[config.mk]
export PLATFORM = sky130hd
export DESIGN_NAME = display_scan_ctrl
export DESIGN_NICKNAME = d
export VERILOG_FILES = /design/src/rtl/display_scan_ctrl.sv
export SDC_FILE = /design/constraint.sdc
export NUM_CORES = 1
export LEC_CHECK = 0
export BUFFER_PORTS_ARGS = -buffer_cell sky130_fd_sc_hd__buf_4
export CORE_MARGIN = 2
export CORE_UTILIZATION = 50
export CTS_BUF_LIST = sky130_fd_sc_hd__clkbuf_8 sky130_fd_sc_hd__clkbuf_16
export DETAILED_ROUTE_END_ITERATION = 16
export PLACE_DENSITY = 0.71
export SYNTH_ARGS = -nofsm -noshare
export SYNTH_HDL_FRONTEND = slang
export SYNTH_SLANG_ARGS = --single-unit
export TNS_END_PERCENT = 30
[constraint.sdc]
create_clock -name clk_50 -period 6.08 [get_ports clk_50]
set_input_delay 0.608 -clock clk_50 [delete_from_list [all_inputs] [get_ports clk_50]]
set_output_delay 0.608 -clock clk_50 [all_outputs]
set_load 0.02 [all_outputs]
[src/rtl/display_scan_ctrl.sv]
// Multiplexed scan controller for an NDIG-digit common-anode 7-segment display.
// Each digit slot has anode dead-time, then the lit phase; digits come from a per-frame snapshot.
module display_scan_ctrl #(
   parameter int NDIG      = 4,
   parameter int SCAN_DIV  = 50000,
   parameter int BLANK_CYC = 500,
   localparam int IDX_W    = $clog2(NDIG),
   localparam int CNT_W    = $clog2(SCAN_DIV)
) (
   input  logic              clk_50,
   input  logic              rst,
   input  logic              en,
   input  logic [4*NDIG-1:0] bcd_in,
   input  logic [NDIG-1:0]   dp_in,
   input  logic              lz_en,
   output logic [NDIG-1:0]   an,
   output logic [3:0]        bcd_out,
   output logic              dp_out,
   output logic              blank_out,
   output logic [IDX_W-1:0]  digit_idx,
   output logic              frame_tick
);

   typedef enum logic [1:0] {IDLE, BLANK, SHOW} state_t;

   localparam logic [CNT_W-1:0] BLANK_LAST = CNT_W'(BLANK_CYC - 1);
   localparam logic [CNT_W-1:0] SLOT_LAST  = CNT_W'(SCAN_DIV - 1);
   localparam logic [IDX_W-1:0] IDX_LAST   = IDX_W'(NDIG - 1);

   state_t            state, state_n;
   logic [CNT_W-1:0]  cnt, cnt_n;
   logic [IDX_W-1:0]  idx_n;
   logic [4*NDIG-1:0] snap_bcd, snap_bcd_n;
   logic [NDIG-1:0]   snap_dp, snap_dp_n;
   logic              snap_lz, snap_lz_n;
   logic [NDIG-1:0]   an_n;
   logic [3:0]        bcd_n;
   logic [3:0]        dig;
   logic              dp_n, blank_n, tick_n;

   // True when digit idx and every more-significant digit are zero.
   function automatic logic upper_zero(input logic [4*NDIG-1:0] bcd,
                                       input logic [IDX_W-1:0]  idx);
      logic z;
      z = 1'b1;
      for (int i = 0; i < NDIG; i++)
         if (i >= int'(idx) && bcd[4*i +: 4] != 4'd0)
            z = 1'b0;
      return z;
   endfunction

   always_comb begin
      state_n    = state;
      cnt_n      = cnt;
      idx_n      = digit_idx;
      snap_bcd_n = snap_bcd;
      snap_dp_n  = snap_dp;
      snap_lz_n  = snap_lz;
      tick_n     = 1'b0;
      if (!en) begin
         state_n = IDLE;
         cnt_n   = '0;
         idx_n   = '0;
      end else begin
         case (state)
            IDLE: begin
               state_n    = BLANK;
               cnt_n      = '0;
               idx_n      = '0;
               snap_bcd_n = bcd_in;
               snap_dp_n  = dp_in;
               snap_lz_n  = lz_en;
            end
            BLANK: begin
               cnt_n = cnt + CNT_W'(1);
               if (cnt == BLANK_LAST)
                  state_n = SHOW;
            end
            SHOW: begin
               if (cnt == SLOT_LAST) begin
                  cnt_n   = '0;
                  state_n = BLANK;
                  if (digit_idx == IDX_LAST) begin
                     // Frame boundary: the only point where new inputs become visible.
                     idx_n      = '0;
                     tick_n     = 1'b1;
                     snap_bcd_n = bcd_in;
                     snap_dp_n  = dp_in;
                     snap_lz_n  = lz_en;
                  end else begin
                     idx_n = digit_idx + IDX_W'(1);
                  end
               end else begin
                  cnt_n = cnt + CNT_W'(1);
               end
            end
            default: state_n = IDLE;
         endcase
      end
   end

   // Outputs are derived from the next-state values so they register in step with the state.
   always_comb begin
      an_n    = '1;
      bcd_n   = 4'd0;
      dp_n    = 1'b0;
      blank_n = 1'b1;
      dig     = snap_bcd_n[4*idx_n +: 4];
      if (state_n == SHOW) begin
         an_n[idx_n] = 1'b0;
         bcd_n       = dig;
         blank_n     = (dig > 4'd9) ||
                       (snap_lz_n && idx_n != '0 && upper_zero(snap_bcd_n, idx_n));
         dp_n        = snap_dp_n[idx_n] & ~blank_n;
      end
   end

   always_ff @(posedge clk_50 or posedge rst) begin
      if (rst) begin
         state      <= IDLE;
         cnt        <= '0;
         digit_idx  <= '0;
         snap_bcd   <= '0;
         snap_dp    <= '0;
         snap_lz    <= 1'b0;
         an         <= '1;
         bcd_out    <= 4'd0;
         dp_out     <= 1'b0;
         blank_out  <= 1'b1;
         frame_tick <= 1'b0;
      end else begin
         state      <= state_n;
         cnt        <= cnt_n;
         digit_idx  <= idx_n;
         snap_bcd   <= snap_bcd_n;
         snap_dp    <= snap_dp_n;
         snap_lz    <= snap_lz_n;
         an         <= an_n;
         bcd_out    <= bcd_n;
         dp_out     <= dp_n;
         blank_out  <= blank_n;
         frame_tick <= tick_n;
      end
   end

endmodule
==> results.cfg, run 1 <==
[status]
outcome = finished clean

[floorplan]
num_rows = 26
core_sq_um = 5170
fp.dieH_um = 77.7
num_io_pins = 37
dieArea_sq_um = 6040
initial_core_util = 0.525
die_w_um = 77.7

[pwr]
cellPowerDensity_nw_per_um2 = 216
vdd_drop_max_v = 0.000103
p_leak_uw = 0.00141

[sta]
fin_setup_tns_ns = 0
finalCritPeriodShare = 0.528
drv_slew = 0
finalCriticalPeriod_ns = 3.21
skew_ns = 0.00725
fmax_mhz = 311
hold_violations = 0
maxSlewHeadroom = 0.295
tightestPinTransition_ns = 1.06
worst_slack_ns = 2.87
setup_violations = 0
rsz0062_at_grt = false

[global_routing]
track_usage = 0.216
grt_pass1_vias = 2108
grt_pass1_wl_um = 10300
antenna_found_initial = 0
grt_overflow = 0
grt_max_degree = 53

[placed_design]
gp_congestion = 0.898
pre_cts_ws_ns = 2.89
dp_hpwl_um = 4360
io_buffers = 36

[worst_setup_path]
rr_endpoint = dp_out$_DFF_PP0_
rrSetupSlack_ns = 2.87
startpoint = cnt[0]$_DFFE_PP0P_
regToRegStartpoint = cnt[0]$_DFFE_PP0P_
crit_type = flip-flop to flip-flop
crit_path_max_fanout = 24
critPathArrivalTime_ns = 3.42
crit_end = dp_out$_DFF_PP0_
cp_data_required_time_ns = 6.29
worst_setup_path_start_kind = flip-flop
reg2regPathDepth = 9
end_kind = flip-flop

[final_layout]
final_common_cell = dfrtp_1
area_delta_synth_final_pct = 15.4
antenna_cells = 0
drive_gt1_frac = 0.204
fillCellCount = 459
final_nets = 343
layout_common_cells = dfrtp_1 (47), buf_4 (37), nand2_1 (34)

[clock_tree]
cts_tree = built
cts_resized = 0
cts_buffer_depth = 2
ctsHtreeMaxLevel = 2
root_buffer = clkbuf_8
clock_latency_ns = 0.31
cts.clk_slew.worst_paths_ns = 0.09
cts-buffers-inserted = 5
cts_hold_buf = 0
numClockSinks = 52
cts_setup_buffers = 0

[detailed_routing]
num_vias = 2268
postRouteAntennaNets = 0
drt_iter0_markers = 178
drc_errors = 0
vias_per_cell = 5.91
drtPass1Iterations = 5
wl_per_cell_um = 16.1
finalWirelength_um = 6190

[yosys]
avgSynthCellArea_sq_um = 9.74
synth_ff_type = dfrtp_1
syn_nets = 309
syn_inst = 279
ys_seq_area_frac = 0.481
synth_warnings = 0
synth-edff-count = 0
ys_seq_elements = 52
synth-async-reset-ratio = 1.00
synth_cell_type_count = 56
syn_area_sq_um = 2720

[worst_hold_path]
hold_class = flip-flop to flip-flop
hp-start = snap_dp[1]$_DFF_PP0_

[job]
cap_violations = 0
-- metrics by stage --
| stage | instances | hold slack, ns | total power, uW | instance area, sq um | util |
|---|---|---|---|---|---|
| finish | 384 | 0.521 | 677 | 3140 | 0.606 |
| global route | 384 | 0.543 | 710 | 3140 | 0.606 |
| detailed placement | 376 | 0.497 | 478 | 3040 | 0.587 |
| global placement | 376 | 0.487 | 477 | 3040 | 0.587 |
| floorplan | 279 | 0.468 | 446 | 2720 | - |
| CTS | 384 | 0.523 | 684 | 3140 | 0.606 |
-- power by group --
group	total, uW	internal (uW)	leakage (uW)	switching, uW
sequential	378	368	0.000671	10.8
clock	205	92.2	0.0000434	113
combinational	93.9	40.6	0.000694	53.3
total	677	500	0.00141	177
-- synthesized netlist by cell type, types with 2 or more instances --
cell type  number  area (sq um)
dfrtp_1        47          1180
nand2_1        34           128
o21ai_0        32           160
nor2_1         30           113
a22o_1         16           140
and3_1         10          62.6
a21oi_1         8          40.0
nand3_1         8          40.0
clkbuf_1        6          22.5
ha_1            6          75.1
inv_1           6          22.5
mux2i_1         6          60.1
dfstp_2         5           131
nand2b_1        4          25.0
or3_1           4          25.0
a31oi_1         3          18.8
mux2_2          3          33.8
o31ai_1         3          22.5
a211oi_2        2          25.0
a221o_1         2          20.0
and2_1          2          12.5
and4b_1         2          20.0
buf_2           2          10.0
nand4_1         2          12.5
nor3_1          2          10.0
nor3b_1         2          15.0
o41ai_1         2          17.5
or4b_1          2          20.0
-- registers in the layout, indices dropped and copies added (netlist names) --
name and count:
state 2, snap_lz 1, cnt 16, frame_tick 1, an 4, snap_bcd 16, blank_out 1, bcd_out 4
dp_out 1, digit_idx 2, snap_dp 4
-- layer usage --
metal,track usage,up-vias,share of wire
met3,0.0512,8,0.057
met4,0.0643,0,0.011
met2,0.306,64,0.42
met5,0,-,0
met1,0.328,1108,0.51
li1,-,1088,-
-- worst max-delay path, cell delays in order (launching register included) --
cell	delay, ns
dfrtp_1	0.39
ha_1	0.25
and4b_1	0.31
nand4_4	0.17
o21ai_2	0.80
a21oi_1	0.20
nor4b_1	0.40
a211oi_2	0.08
a221o_1	0.37
and3_1	0.15
-- layout make-up --
class	count	area (sq um)	area share
clock buffers	6	82.6	0.0263
clock inverters	2	15.0	0.00479
inverters	6	22.5	0.00718
multi-input cells	211	1340	0.428
flip-flops and latches	52	1310	0.417
well taps	70	87.6	0.0279
repair buffers	37	278	0.0886
-- how the worst min path moves through the flow --
stage	depth (start not counted)	endpoint	slack [ns]
after floorplan	2	snap_lz$_DFF_PP0_	0.47
after global placement	1	snap_dp[3]$_DFF_PP0_	0.49
after detailed placement	1	snap_dp[2]$_DFF_PP0_	0.50
after CTS	1	snap_dp[2]$_DFF_PP0_	0.52
after global routing	1	snap_bcd[0]$_DFF_PP0_	0.54
final	1	snap_dp[1]$_DFF_PP0_	0.52
-- cell families (layout without fill, tap and decap cells) --
kind of cell / count (synthesis) / in the layout / synth area share
compound gates: 80 / 80 / 0.200
xor+xnor: 2 / 2 / 0.00645
fa+ha+maj: 6 / 6 / 0.0276
buf+inv: 16 / 51 / 0.0249
flops: 52 / 52 / 0.481
mux: 10 / 10 / 0.0396
simple gates: 113 / 113 / 0.221
Note: power is estimated with default switching activity, not from simulation.
==> run 2: changes to the inputs <==
--- a/config.mk
+++ b/config.mk
@@ -10,7 +10,7 @@
 export CORE_UTILIZATION = 50
 export CTS_BUF_LIST = sky130_fd_sc_hd__clkbuf_8 sky130_fd_sc_hd__clkbuf_16
 export DETAILED_ROUTE_END_ITERATION = 16
-export PLACE_DENSITY = 0.71
+export PLACE_DENSITY = 0.74
 export SYNTH_ARGS = -nofsm -noshare
 export SYNTH_HDL_FRONTEND = slang
 export SYNTH_SLANG_ARGS = --single-unit
==> constraint.sdc (replaced) <==
create_clock -name clk_50 -period 2.7 [get_ports clk_50]
set_input_delay 0.27 -clock clk_50 [delete_from_list [all_inputs] [get_ports clk_50]]
set_output_delay 0.27 -clock clk_50 [all_outputs]
set_load 0.02 [all_outputs]
==> run 2 against run 1 <==
  * The run now ends with negative setup slack left
  * Clock-buffer cell count fell by 1
  * Core utilization rose by 6.3 points
  * Global-route usage rose by 0.76 points
  * Combinational power grew to 2.8 times the previous value
  * Sequential cell count unchanged
  * Via count is 6.6% higher
  * Final cell count increased by 6.8%
  * Cell area increased by 10%
  * Non-clock buffer count grew 25
  * First-iteration DRC count grew 46%
  * Power is 140% higher
  * Critical path type unchanged
  * Critical endpoint unchanged
==> results.cfg, run 2 (synthesis results as in run 1) <==
[detailed_routing]
postRouteAntennaNets = 0
drt_iter0_markers = 259
drtPass1Iterations = 7
finalWirelength_um = 6880
drc_errors = 0
num_vias = 2418
vias_per_cell = 5.90
wl_per_cell_um = 16.8

[pwr]
vdd_drop_max_v = 0.000264
total_power_uw = 1640
cellPowerDensity_nw_per_um2 = 475
p_leak_uw = 0.00156

[worst_hold_path]
hold_class = input pin to asynchronous set/reset pin

[worst_setup_path]
rr_endpoint = dp_out$_DFF_PP0_
cp_data_required_time_ns = 2.91
rrSetupSlack_ns = -0.006
reg2regPathDepth = 9
end_kind = flip-flop
worst_setup_path_start_kind = flip-flop
crit_path_max_incr_delay_ns = 0.46
regToRegStartpoint = cnt[13]$_DFFE_PP0P_
crit_type = flip-flop to flip-flop
crit_chain = nor4_4, nand4_4, o21ai_4, buf_6, a22o_1, mux2i_1, o21a_1, a221o_1, and3_1
critPathSlowestCell = dfrtp_2
crit_path_max_fanout = 7
critPathArrivalTime_ns = 2.91

[global_routing]
grt_overflow = 0
track_usage = 0.224
grt_max_degree = 53
grt_pass1_vias = 2175
grt_pass1_wl_um = 10600
antenna_found_initial = 0

[clock_tree]
cts_buffer_depth = 2
root_buffer = clkbuf_8
ctsHtreeMaxLevel = 2
cts_hold_buf = 0
cts_tree = built
clock_latency_ns = 0.31
cts-buffers-inserted = 5
numClockSinks = 52
cts.clk_slew.worst_paths_ns = 0.09

[sta]
worst_slack_ns = -0.00556
hold_violations = 0
skew_ns = 0.00780
drv_slew = 0
fmax_mhz = 370
finalCritPeriodShare = 1.00
rsz0062_at_grt = true
finalCriticalPeriod_ns = 2.71
holdWs_ns = 0.127
maxSlewHeadroom = 0.570
setup_violations = 1
tightestPinTransition_ns = 0.645

[floorplan]
core_sq_um = 5170
num_io_pins = 37
initial_core_util = 0.525
num_rows = 26
die_w_um = 77.7
dieArea_sq_um = 6040
fp.dieH_um = 77.7

[status]
violations = negative setup slack
outcome = finished with violations

[placed_design]
io_buffers = 36
dp_hpwl_um = 4680
gp_congestion = 0.871

[final_layout]
largest_registers = cnt: 16 flops, snap_bcd: 16 flops
seq_area_sq_um = 1310
fin_util = 0.669
final_common_cell = buf_4
layout_common_cells = buf_4 (60), dfrtp_1 (46), nand2_1 (34)
area_delta_synth_final_pct = 27.3
final_nets = 369
multi_input_area_sq_um = 1460
fillCellCount = 401
drive_gt1_frac = 0.312
antenna_cells = 0

[job]
cap_violations = 0
run 2: cell types whose count changed in the layout (fill, tap and decap cells not counted), sizes merged:
cell,before,now
inv,6,7
buf,37,62
o21ba,1,2
clkinvlp,2,0
bufinv,0,1
clkinv,0,1
clkbuf,6,5
run 2: critical path, delay by kind of cell (launching register included):
family                 cells  cell delay [ns]
AOI/OAI and AO/OA          4             1.04
and+or+nand+nor            3             0.83
DFF                        1             0.46
buffers and inverters      1             0.17
muxes                      1             0.10
run 2: metal layers:
metal	up-vias	global-route usage	wire, um
met4	0	0.102	166
met2	111	0.305	3020
met3	16	0.0488	549
met1	1146	0.338	3140
li1	1145	-	-
met5	-	0	0
run 2: per-stage QoR:
stage               worst slack [ns]  setup TNS [ns]  instances  cell area (sq um)
floorplan                      0.188               0        279               2720
global placement              0.0900               0        394               3170
detailed placement           -0.0548         -0.0548        394               3170
CTS                          0.00907               0        402               3300
global route                  -0.113          -0.113        410               3460
finish                      -0.00556        -0.00556        410               3460
run 2: cell type report:
cell class	count	area share
multi-input combinational	212	0.422
sequential	52	0.378
timing repair buffer	62	0.137
tap	70	0.0253
clock buffer	5	0.0199
clock inverter	3	0.0112
inverter	6	0.00651
run 2: what timing repair did:
item	CTS	global route
resized for setup	3	21
pin swaps	0	12
endpoints found under the setup margin	1	7
cloned	0	1
buffers inserted	0	7
run 2: how the worst max path moves through the flow:
stage / start / end
after floorplan: cnt[0]$_DFFE_PP0P_ / dp_out$_DFF_PP0_
after global routing: cnt[13]$_DFFE_PP0P_ / dp_out$_DFF_PP0_
after detailed placement: cnt[0]$_DFFE_PP0P_ / dp_out$_DFF_PP0_
after global placement: cnt[10]$_DFFE_PP0P_ / dp_out$_DFF_PP0_
final: cnt[13]$_DFFE_PP0P_ / dp_out$_DFF_PP0_
after CTS: cnt[0]$_DFFE_PP0P_ / dp_out$_DFF_PP0_
run 2: where the power goes:
part | internal [uW] | leakage [uW] | total [uW] | switching, uW
logic | 119 | 0.000833 | 261 | 143
clock network | 272 | 0.0000593 | 531 | 259
registers | 828 | 0.000669 | 852 | 24.7
total | 1220 | 0.00156 | 1640 | 427
